## src/rtl/cpu_pkg.sv

```systemverilog
// Shared CPU pipeline definitions: inter-stage bus widths, load type codes
// and the EXE->MEM bus layout.
package cpu_pkg;

  localparam int EXE_MEM_BUS_W = 76;
  localparam int MEM_WB_BUS_W  = 71;
  localparam int MEM_ID_BUS_W  = 39;

  // Bit position of mem_req inside the raw EXE->MEM bus.
  localparam int EMB_MEM_REQ = 74;

  // Load type codes carried in ld_type.
  localparam logic [2:0] LD_B  = 3'd0;
  localparam logic [2:0] LD_H  = 3'd1;
  localparam logic [2:0] LD_W  = 3'd2;
  localparam logic [2:0] LD_BU = 3'd4;
  localparam logic [2:0] LD_HU = 3'd5;

  // EXE->MEM bus, MSB first.
  typedef struct packed {
    logic        ex;
    logic        mem_req;
    logic        is_load;
    logic [2:0]  ld_type;
    logic [31:0] pc;
    logic        gr_we;
    logic [4:0]  dest;
    logic [31:0] alu_result;
  } exe_mem_bus_t;

endpackage

```

## src/rtl/mem_stage_load_align.sv

```systemverilog
// Load data alignment: picks the addressed byte/halfword of a 32-bit read
// word and sign- or zero-extends it according to the load type.
module load_align
  import cpu_pkg::*;
(
  input  logic [31:0] rdata_i,
  input  logic [1:0]  offset_i,
  input  logic [2:0]  ld_type_i,
  output logic [31:0] data_o
);

  logic [7:0]  byte_sel;
  logic [15:0] half_sel;

  // Select the addressed byte and halfword, then extend per load type.
  always_comb begin
    byte_sel = rdata_i[7:0];
    case (offset_i)
      2'd0: byte_sel = rdata_i[7:0];
      2'd1: byte_sel = rdata_i[15:8];
      2'd2: byte_sel = rdata_i[23:16];
      2'd3: byte_sel = rdata_i[31:24];
      default: byte_sel = rdata_i[7:0];
    endcase
    half_sel = offset_i[1] ? rdata_i[31:16] : rdata_i[15:0];

    case (ld_type_i)
      LD_B:    data_o = {{24{byte_sel[7]}}, byte_sel};
      LD_H:    data_o = {{16{half_sel[15]}}, half_sel};
      LD_BU:   data_o = {24'd0, byte_sel};
      LD_HU:   data_o = {16'd0, half_sel};
      default: data_o = rdata_i;  // LD_W and unused codes return the word
    endcase
  end

endmodule

```

## src/rtl/mem_stage.sv

```systemverilog
// Pipeline MEM stage: waits for the data SRAM response of a load/store,
// buffers it when writeback stalls, aligns load data, and drops stale
// responses that belong to requests cancelled by a flush.
module mem_stage
  import cpu_pkg::*;
(
  input  logic                     clk,
  input  logic                     reset,
  input  logic                     EXE_to_MEM_valid,
  input  logic [EXE_MEM_BUS_W-1:0] EXE_to_MEM_bus,
  output logic                     MEM_allowin,
  output logic                     MEM_to_WB_valid,
  output logic [MEM_WB_BUS_W-1:0]  MEM_to_WB_bus,
  input  logic                     WB_allowin,
  input  logic                     exec_flush,
  input  logic                     data_sram_data_ok,
  input  logic [31:0]              data_sram_rdata,
  output logic [MEM_ID_BUS_W-1:0]  MEM_to_ID_bus,
  output logic                     MEM_ex
);

  logic         mem_valid_q, mem_valid_d;
  exe_mem_bus_t bus_q;
  logic [31:0]  data_buf_q;
  logic         data_buf_valid_q, data_buf_valid_d;
  logic [1:0]   cancel_cnt_q, cancel_cnt_d;
  logic [2:0]   cancel_sum;

  logic         data_ok_live;
  logic         ready_go;
  logic         mem_leave;
  logic         buf_capture;
  logic         cancel_inc_cur, cancel_inc_up, cancel_dec;
  logic [31:0]  load_data, ext_data, final_result;
  logic         blocking_load;

  // A response only belongs to the current instruction once every
  // cancelled request has had its response swallowed.
  assign data_ok_live = data_sram_data_ok & (cancel_cnt_q == 2'd0);

  assign ready_go = ~bus_q.mem_req | bus_q.ex | data_buf_valid_q | data_ok_live;

  assign MEM_allowin     = ~mem_valid_q | (ready_go & WB_allowin);
  assign MEM_to_WB_valid = mem_valid_q & ready_go & ~exec_flush;
  assign mem_leave       = mem_valid_q & ready_go & WB_allowin;

  // Hold the response only when writeback cannot take it this cycle.
  assign buf_capture = data_ok_live & mem_valid_q & bus_q.mem_req & ~bus_q.ex
                     & ~WB_allowin & ~data_buf_valid_q;

  // The current request still has a response in flight unless it already
  // arrived (buffered or arriving now); a stale response this cycle does not count.
  assign cancel_inc_cur = exec_flush & mem_valid_q & bus_q.mem_req & ~bus_q.ex
                        & ~data_buf_valid_q & ~data_ok_live;
  // The instruction being dropped at the MEM input may have issued its request.
  assign cancel_inc_up  = exec_flush & EXE_to_MEM_valid & EXE_to_MEM_bus[EMB_MEM_REQ];
  assign cancel_dec     = data_sram_data_ok & (cancel_cnt_q != 2'd0);

  // Next-state for valid, buffer flag and cancel counter.
  always_comb begin
    mem_valid_d = mem_valid_q;
    if (exec_flush) begin
      mem_valid_d = 1'b0;
    end else if (MEM_allowin) begin
      mem_valid_d = EXE_to_MEM_valid;
    end

    data_buf_valid_d = data_buf_valid_q;
    if (exec_flush || mem_leave) begin
      data_buf_valid_d = 1'b0;
    end else if (buf_capture) begin
      data_buf_valid_d = 1'b1;
    end

    cancel_sum = {1'b0, cancel_cnt_q} + {2'b00, cancel_inc_cur}
               + {2'b00, cancel_inc_up} - {2'b00, cancel_dec};
    cancel_cnt_d = (cancel_sum > 3'd3) ? 2'd3 : cancel_sum[1:0];
  end

  // Control state with synchronous reset.
  always_ff @(posedge clk) begin
    if (reset) begin
      mem_valid_q      <= 1'b0;
      data_buf_valid_q <= 1'b0;
      cancel_cnt_q     <= 2'd0;
    end else begin
      mem_valid_q      <= mem_valid_d;
      data_buf_valid_q <= data_buf_valid_d;
      cancel_cnt_q     <= cancel_cnt_d;
    end
  end

  // Payload registers; only meaningful while their valid flags are set.
  always_ff @(posedge clk) begin
    if (EXE_to_MEM_valid && MEM_allowin && !exec_flush) begin
      bus_q <= EXE_to_MEM_bus;
    end
    if (buf_capture) begin
      data_buf_q <= data_sram_rdata;
    end
  end

  assign load_data = data_buf_valid_q ? data_buf_q : data_sram_rdata;

  load_align u_load_align (
    .rdata_i   (load_data),
    .offset_i  (bus_q.alu_result[1:0]),
    .ld_type_i (bus_q.ld_type),
    .data_o    (ext_data)
  );

  assign final_result  = bus_q.is_load ? ext_data : bus_q.alu_result;
  assign blocking_load = mem_valid_q & bus_q.is_load & ~ready_go;

  assign MEM_to_WB_bus = {bus_q.ex, bus_q.pc, bus_q.gr_we, bus_q.dest, final_result};
  assign MEM_to_ID_bus = {mem_valid_q & bus_q.gr_we & ~bus_q.ex, blocking_load,
                          bus_q.dest, final_result};
  assign MEM_ex        = mem_valid_q & (bus_q.ex | exec_flush);

endmodule

```

## config.mk

```make
export PLATFORM = sky130hd
export DESIGN_NAME = mem_stage
export DESIGN_NICKNAME = d
export VERILOG_FILES = /design/src/rtl/cpu_pkg.sv /design/src/rtl/mem_stage_load_align.sv /design/src/rtl/mem_stage.sv
export SDC_FILE = /design/constraint.sdc
export NUM_CORES = 1
export LEC_CHECK = 0
export BUFFER_PORTS_ARGS = -buffer_cell sky130_fd_sc_hd__buf_4
export CORE_AREA = 3 3 116 118
export DETAILED_ROUTE_END_ITERATION = 10
export DIE_AREA = 0 0 119 121
export GPL_TIMING_DRIVEN = 0
export PLACE_DENSITY = 0.85
export SETUP_SLACK_MARGIN = 0.1
export SLEW_MARGIN = 25
export SYNTH_ARGS = -nofsm -noshare
export SYNTH_HDL_FRONTEND = slang
export SYNTH_SLANG_ARGS = --single-unit
```

## constraint.sdc

```tcl
create_clock -name clk -period 7.34 [get_ports clk]
set_input_delay 0.367 -clock clk [delete_from_list [all_inputs] [get_ports clk]]
set_output_delay 0.367 -clock clk [all_outputs]
set_load 0.05 [all_outputs]
```

# [After elaboration in Yosys (flattened, before gate mapping)]
# Cells that the tools add are included.
[word_totals] regBits=112 in_bits=114 out_inout_bits=113 word_cells=74
[classes] n_addsub=3 magnitude_cmp=1 eq_ne=6 n_mux=6 bitwise=36 reduce_logical=10
[ops] operator="one-hot mux 32 bit (4 select lines)" n=1
[ops] operator="2-to-1 mux 32 bit" n=2
[ops] operator="one-hot mux 8 bit (4 select lines)" n=1
[ops] operator="bitwise AND 1 bit" n=23
[ops] operator="2-to-1 mux 16 bit" n=1
[ops] operator="NOT 1 bit" n=8
[ops] operator="== test 3 bit (second input constant)" n=2
[ops] operator="bitwise OR 1 bit" n=5
[ops] operator="== test 2 bit (second input constant)" n=2
[ops] operator="logical NOT 2 bit" n=2
[ops] operator="OR reduction 2 bit" n=2
[ops] operator="adder 2 x 1 -> 3 bit" n=1
[ops] operator="adder 3 x 1 -> 3 bit" n=1
[ops] operator="== test 3 x 1 -> 1 bit (second input constant)" n=1
[ops] operator="greater-than comparator 3 x 2 -> 1 bit (second input constant)" n=1
[ops] operator="logical NOT 3 bit" n=1
[ops] operator="subtractor 3 x 1 -> 3 bit" n=1
[ops] operator="== test 2 x 1 -> 1 bit (second input constant)" n=1
[ops] operator="logical AND 1 bit" n=2
[ops] operator="2-to-1 mux 2 bit" n=1
[ops] operator="nonzero test 2 bit" n=1
[ops] operator="logical NOT 1 bit" n=1
[ops] operator="logical OR 1 bit" n=1

# [Depth between registers and ports, before layout]
[depth] depth_word=10 ltp_mapped=12 depth_no_buf=10

# [Modules after synthesis]
# From an unflattened synthesis, not the netlist that was laid out.
[hier_totals] cells_unflattened=406 area_unflattened_um2=5566.6
[by_module_without_submodules] mod="mem_stage" n_inst=1 cells_each=296 area_per_inst_um2=4917.2 seq_area_each_um2=3323.2
[by_module_without_submodules] mod="load_align" n_inst=1 cells_each=110 area_per_inst_um2=649.4 seq_area_each_um2=0.0

# [Worst setup path after synthesis]
# No wires, ideal clock.
[synth_timing] path_kind="reg-to-reg" from="register data_buf_valid_q" to="register bus_q, in the netlist MEM_to_ID_bus[32] (enable)" setup_ns=0.624 arrival_ns=6.455 t_required_ns=6.716 setup_slack_ns=0.261 path_stages_with_launch=6 n_path_buf=2 period_less_slack_ns=7.079 path_cell_list="dfxtp_1 > buf_6 > buf_6 > or3b_1 > o21ai_1 > a211oi_1"
[synth_via] elab_chain_len=6
[synth_lines] element="from (decl)" line_no="mem_stage.sv:25" source="logic data_buf_valid_q, data_buf_valid_d;"
[synth_lines] element="from (signal assigned)" line_no="mem_stage.sv:88" source="data_buf_valid_q <= data_buf_valid_d;"
[synth_lines] element="bitwise OR 1 bit (2 in series)" line_no="mem_stage.sv:41" source="assign ready_go = ~bus_q.mem_req | bus_q.ex | data_buf_valid_q | data_ok_live;"
[synth_lines] element="bitwise AND 1 bit" line_no="mem_stage.sv:43" source="assign MEM_allowin = ~mem_valid_q | (ready_go & WB_allowin);"
[synth_lines] element="bitwise OR 1 bit" line_no="mem_stage.sv:43"
[synth_lines] element="logical AND 1 bit (2 in series)" line_no="mem_stage.sv:95" source="if (EXE_to_MEM_valid && MEM_allowin && !exec_flush) begin"
[synth_lines] element="to (signal assigned)" line_no="mem_stage.sv:96" source="bus_q <= EXE_to_MEM_bus;"
[synth_lines] element="to (decl)" line_no="mem_stage.sv:23" source="exe_mem_bus_t bus_q;"
# Every way passes these cells.
# A chain may end at the register's enable or synchronous reset.

# [Worst setup path after layout]
[layout_timing] from="register data_buf_valid_q" to="register cancel_cnt_q[0]"
[layout_via] elab_chain_len=8
[layout_lines] element="NOT 1 bit *" line_no="mem_stage.sv:54" source="& ~data_buf_valid_q & ~data_ok_live;"
[layout_lines] element="bitwise AND 1 bit * (2 in series)" line_no="mem_stage.sv:54"
[layout_lines] element="adder 2 x 1 -> 3 bit *" line_no="mem_stage.sv:75" source="cancel_sum = {1'b0, cancel_cnt_q} + {2'b00, cancel_inc_cur}"
[layout_lines] element="adder 3 x 1 -> 3 bit *" line_no="mem_stage.sv:76" source="+ {2'b00, cancel_inc_up} - {2'b00, cancel_dec};"
[layout_lines] element="subtractor 3 x 1 -> 3 bit *" line_no="mem_stage.sv:76"
[layout_lines] element="greater-than comparator 3 x 2 -> 1 bit" line_no="mem_stage.sv:77" source="cancel_cnt_d = (cancel_sum > 3'd3) ? 2'd3 : cancel_sum[1:0];"
[layout_lines] element="2-to-1 mux 2 bit *" line_no="mem_stage.sv:77"
[layout_lines] element="to (signal assigned)" line_no="mem_stage.sv:89" source="cancel_cnt_q <= cancel_cnt_d;"
[layout_lines] element="to (decl)" line_no="mem_stage.sv:26" source="logic [1:0] cancel_cnt_q, cancel_cnt_d;"
# Mark *: on every way between the ends. The rest lies on a longest branch, timed or not.

==> qor.tcl <==
set qor(post_synth_arst_share) 0
set qor(synth_top_area_frac) 0.591
set qor(timing.rr.end) {cancel_cnt_q[0]}
set qor(cts_hold_repair.buffers) 0
set qor(tritoncts_clock_tree) {yes}
set qor(place_inst) 812
set qor(floorplan.rows) 41
set qor(cpMaxStageDelayCell) {or3b_1}
set qor(mappedNetlistNets) 526
set qor(crit_path_start_kind) {flip-flop}
set qor(post_route_cells_drive_above_1_share) 0.556
set qor(synth_area_per_cell_um2) 13.4
set qor(route.vias.total) 4131
set qor(final.min_clock_period_ps) 2970
set qor(crit_path_end_kind) {flip-flop}
set qor(port_buffers) 226
set qor(vias_per_cell) 4.99
set qor(cp_num_buf_inv) 3
set qor(finalHoldViolCount) 0
set qor(cpPeakStageDelay_ps) 420
set qor(synth.top_cells.by_area) {edfxtp_1 (59%), buf_4 (11%), mux2_2 (4.3%)}
set qor(reg2reg_setup_slack_ps) 4370
set qor(grt.total_usage) 0.212
set qor(cts_num_sinks) 112
set qor(vertical_die_dimension_um) 121
set qor(hold_path.class) {primary input to flip-flop}
set qor(final.setup_skew_ps) 8.69
set qor(cpMostUsedCell) {nor2_1}
set qor(start_util) 0.436
set qor(design.core.area_um2) 12600
set qor(report.final.slew_viol_count) 0
set qor(cts_root_buffer) {clkbuf_16}
set qor(place_congestion) 0.878
set qor(clk_path_buf_depth) 2
set qor(synth_top_area_cell) {edfxtp_1}
set qor(most-common-layout-cells) {buf_4 (306), edfxtp_1 (108), a21oi_1 (47)}
set qor(drt-wirelength-per-cell_um) 18.6
set qor(antenna_found_initial) 0
set qor(grt_pass1_wl_um) 23300
set qor(regToRegStartpoint) {data_buf_valid_q}
set qor(pin_count_of_the_biggest_net_entering_global_routing) 34
set qor(vias_in_the_first_global_route) 4418
set qor(cts_setup_buffers) 0
set qor(worst_ir_drop_on_vdd_mv) 0.156
set qor(worstPathRequired_ps) 7580
set qor(result_of_the_run) {finished, final reports clean}
set qor(syn2layout_area_growth_pct) 42.0
set qor(floorplan.die.width_um) 119
set qor(max-slew-margin-rel) 0.395
set qor(fin_crit_sh) 0.404
set qor(io_pins) 227
set qor(synth_seq_cells) 112
set qor(reg2reg_depth) 12
set qor(critical_path_arrival_ps) 3210
set qor(clock_pin_slew_worst_setup_and_hold_paths_ps) 80
set qor(grt.overflow.total) 0
set qor(fp.dieArea_um2) 14400
set qor(htree_levels) 3
set qor(timing.critical_path.max_delay_family) {adder cells}
set qor(synth_seq_area_share) 0.606
set qor(worstMarginPinSlew_ps) 908
set qor(cts_made_buffers) 9
set qor(synth_ff_type) {edfxtp_1}
set qor(most_common_cell_after_layout_fill_and_taps_aside) {buf_4}
set qor(top_achievable_clock_speed_mhz) 337
set qor(worst_path_cell_trace) {buf_6 > buf_6 > or3b_1 > nor2_1 > nand3_1 > ha_1 > inv_1 > fa_1 > fa_1 > xnor2_1 > nor2_1 > nor2_1}
set qor(yosys_warning_count) 0
set qor(insertion_delay_to_the_later_sink_of_the_worst_skew_pair_ps) 350
set qor(detail_route.first_pass.iterations) 4
set qor(post_cts_resized) 0
set qor(critPathMaxFanout) 10
set qor(postPlaceCellArea_um2) 7470
set qor(synth.cell_area_um2) 5490
set qor(nNetsFinal) 768
set qor(remaining_drc_errors) 0
set qor(post-route-cell-area_um2) 7790
set qor(synth_cell_types) 42
set qor(insertedDiodeCount) 0
set qor(power.density_cell_area_nw_per_um2) 215
set qor(post-dp-hpwl_um) 12300
set qor(finalSetupViolCount) 0
set qor(detail_route.wirelength_um) 15400
set qor(setup_repair_after_global_routing_missed_its_margin) {no}
set qor(timing.max_cap.violations) 0
set qor(beginning_of_the_critical_path) {data_buf_valid_q}
set qor(cellLeakagePower_nw) 3.23
set qor(timing.critical_path.depth) 12
set qor(setup.worst_path.class) {flip-flop to flip-flop}
set qor(synth-edff-count) 108
set qor(ant_nets) 0
set qor(first_iter_violations) 240
set qor(synthCells) 409
set qor(setup.worst_path.end) {cancel_cnt_q[0]}
set qor(final_cell_count_without_fillers) 828
==> how the worst min path moves through the flow <==
stage | slack [ps] | end | cells past startpoint | from
after global routing | 170 | MEM_to_WB_bus[41] | 1 | EXE_to_MEM_bus[41]
after CTS | 170 | MEM_to_WB_bus[41] | 1 | EXE_to_MEM_bus[41]
after floorplan | 440 | cancel_cnt_q[0] | 1 | reset
after detailed placement | 550 | MEM_to_WB_bus[41] | 1 | EXE_to_MEM_bus[41]
final | 180 | MEM_to_WB_bus[39] | 1 | EXE_to_MEM_bus[39]
after global placement | 550 | MEM_to_WB_bus[42] | 1 | EXE_to_MEM_bus[42]
==> worst reg2reg max path: cells and delay by family, from the launching register on <==
kind / cells / cell delay, ps
adders and majority gates: 3 / 1130
and+or+nand+nor: 5 / 920
buffers and inverters: 3 / 350
DFF: 1 / 310
xor gates and xnor gates: 1 / 160
==> cell type report <==
cell class                      instances  area [um2]
Clock buffer                            9         225
Clock inverter                          7        93.8
Sequential cell                       112        3320
Multi-Input combinational cell        194        1430
Timing Repair Buffer                  231        1760
Buffer                                 98         727
Fill cell                             961        4780
Inverter                                5        18.8
Tap cell                              172         215
==> stage by stage <==
stage | worst slack, ps | power, mW | util | setup TNS, ps | hold WS (ps)
6_report | 4370 | 1.68 | 0.620 | 0 | 184
5_1_grt | 4180 | 1.74 | 0.620 | 0 | 167
4_1_cts | 4360 | 1.69 | 0.620 | 0 | 168
3_5_place_dp | 4420 | 1.17 | 0.594 | 0 | 546
3_3_place_gp | -2160 | 1.15 | 0.589 | -163900 | 545
2_1_floorplan | 261 | 1.02 | - | 0 | 439
==> power by group <==
group          internal (mW)  switching [mW]  total, mW  leakage [nW]
Combinational          0.160           0.248      0.408          2.05
Sequential             0.729          0.0136      0.743          1.03
Clock                  0.299           0.226      0.525         0.153
Total                   1.19           0.487       1.68          3.23
==> metal layers <==
| layer | vias to the layer above | share of wire | global-route usage |
|---|---|---|---|
| li1 | 1922 | - | - |
| met1 | 1950 | 0.37 | 0.241 |
| met2 | 230 | 0.51 | 0.362 |
| met3 | 29 | 0.098 | 0.0699 |
| met4 | 0 | 0.026 | 0.0985 |
| met5 | - | 0 | 0 |
==> kinds of logic (layout without fill, tap and decap cells) <==
logic type,after synthesis,in the layout,synth area share
adders and majority gates,3,3,0.00958
muxes,40,40,0.0960
buffers and inverters,103,350,0.136
DFF,112,112,0.606
AOI/OAI and AO/OA,89,89,0.0958
and+or+nand+nor,61,61,0.0552
xor gates and xnor gates,1,1,0.00160
==> cell usage after synthesis, types with 2 or more instances <==
master           n
mux2i_1         11
nand2b_1         4
mux2_2          21
nor3b_1          2
nand2_1          4
dlygate4sd1_1    5
inv_1            4
a211oi_1         2
a31oi_1          3
and2_1           2
a22oi_1         14
o21ai_0          9
nor2_1          32
buf_4           80
clkbuf_1         7
o22ai_1          8
dfxtp_1          4
o21a_1           2
nor3_1           2
nor2b_1          3
nand3_1          5
a21oi_1         47
edfxtp_1       108
mux4_2           8
fa_1             2
buf_6            3
and3_1           2
==> flip-flops by register name, summed over array words and instances, names as in the netlist <==
| register | count |
|---|---|
| MEM_to_ID_bus | 5 |
| MEM_to_WB_bus | 34 |
| bus_q | 37 |
| cancel_cnt_q | 2 |
| data_buf_q | 32 |
| data_buf_valid_q | 1 |
| mem_valid_q | 1 |
(Power assumes the default switching activity.)
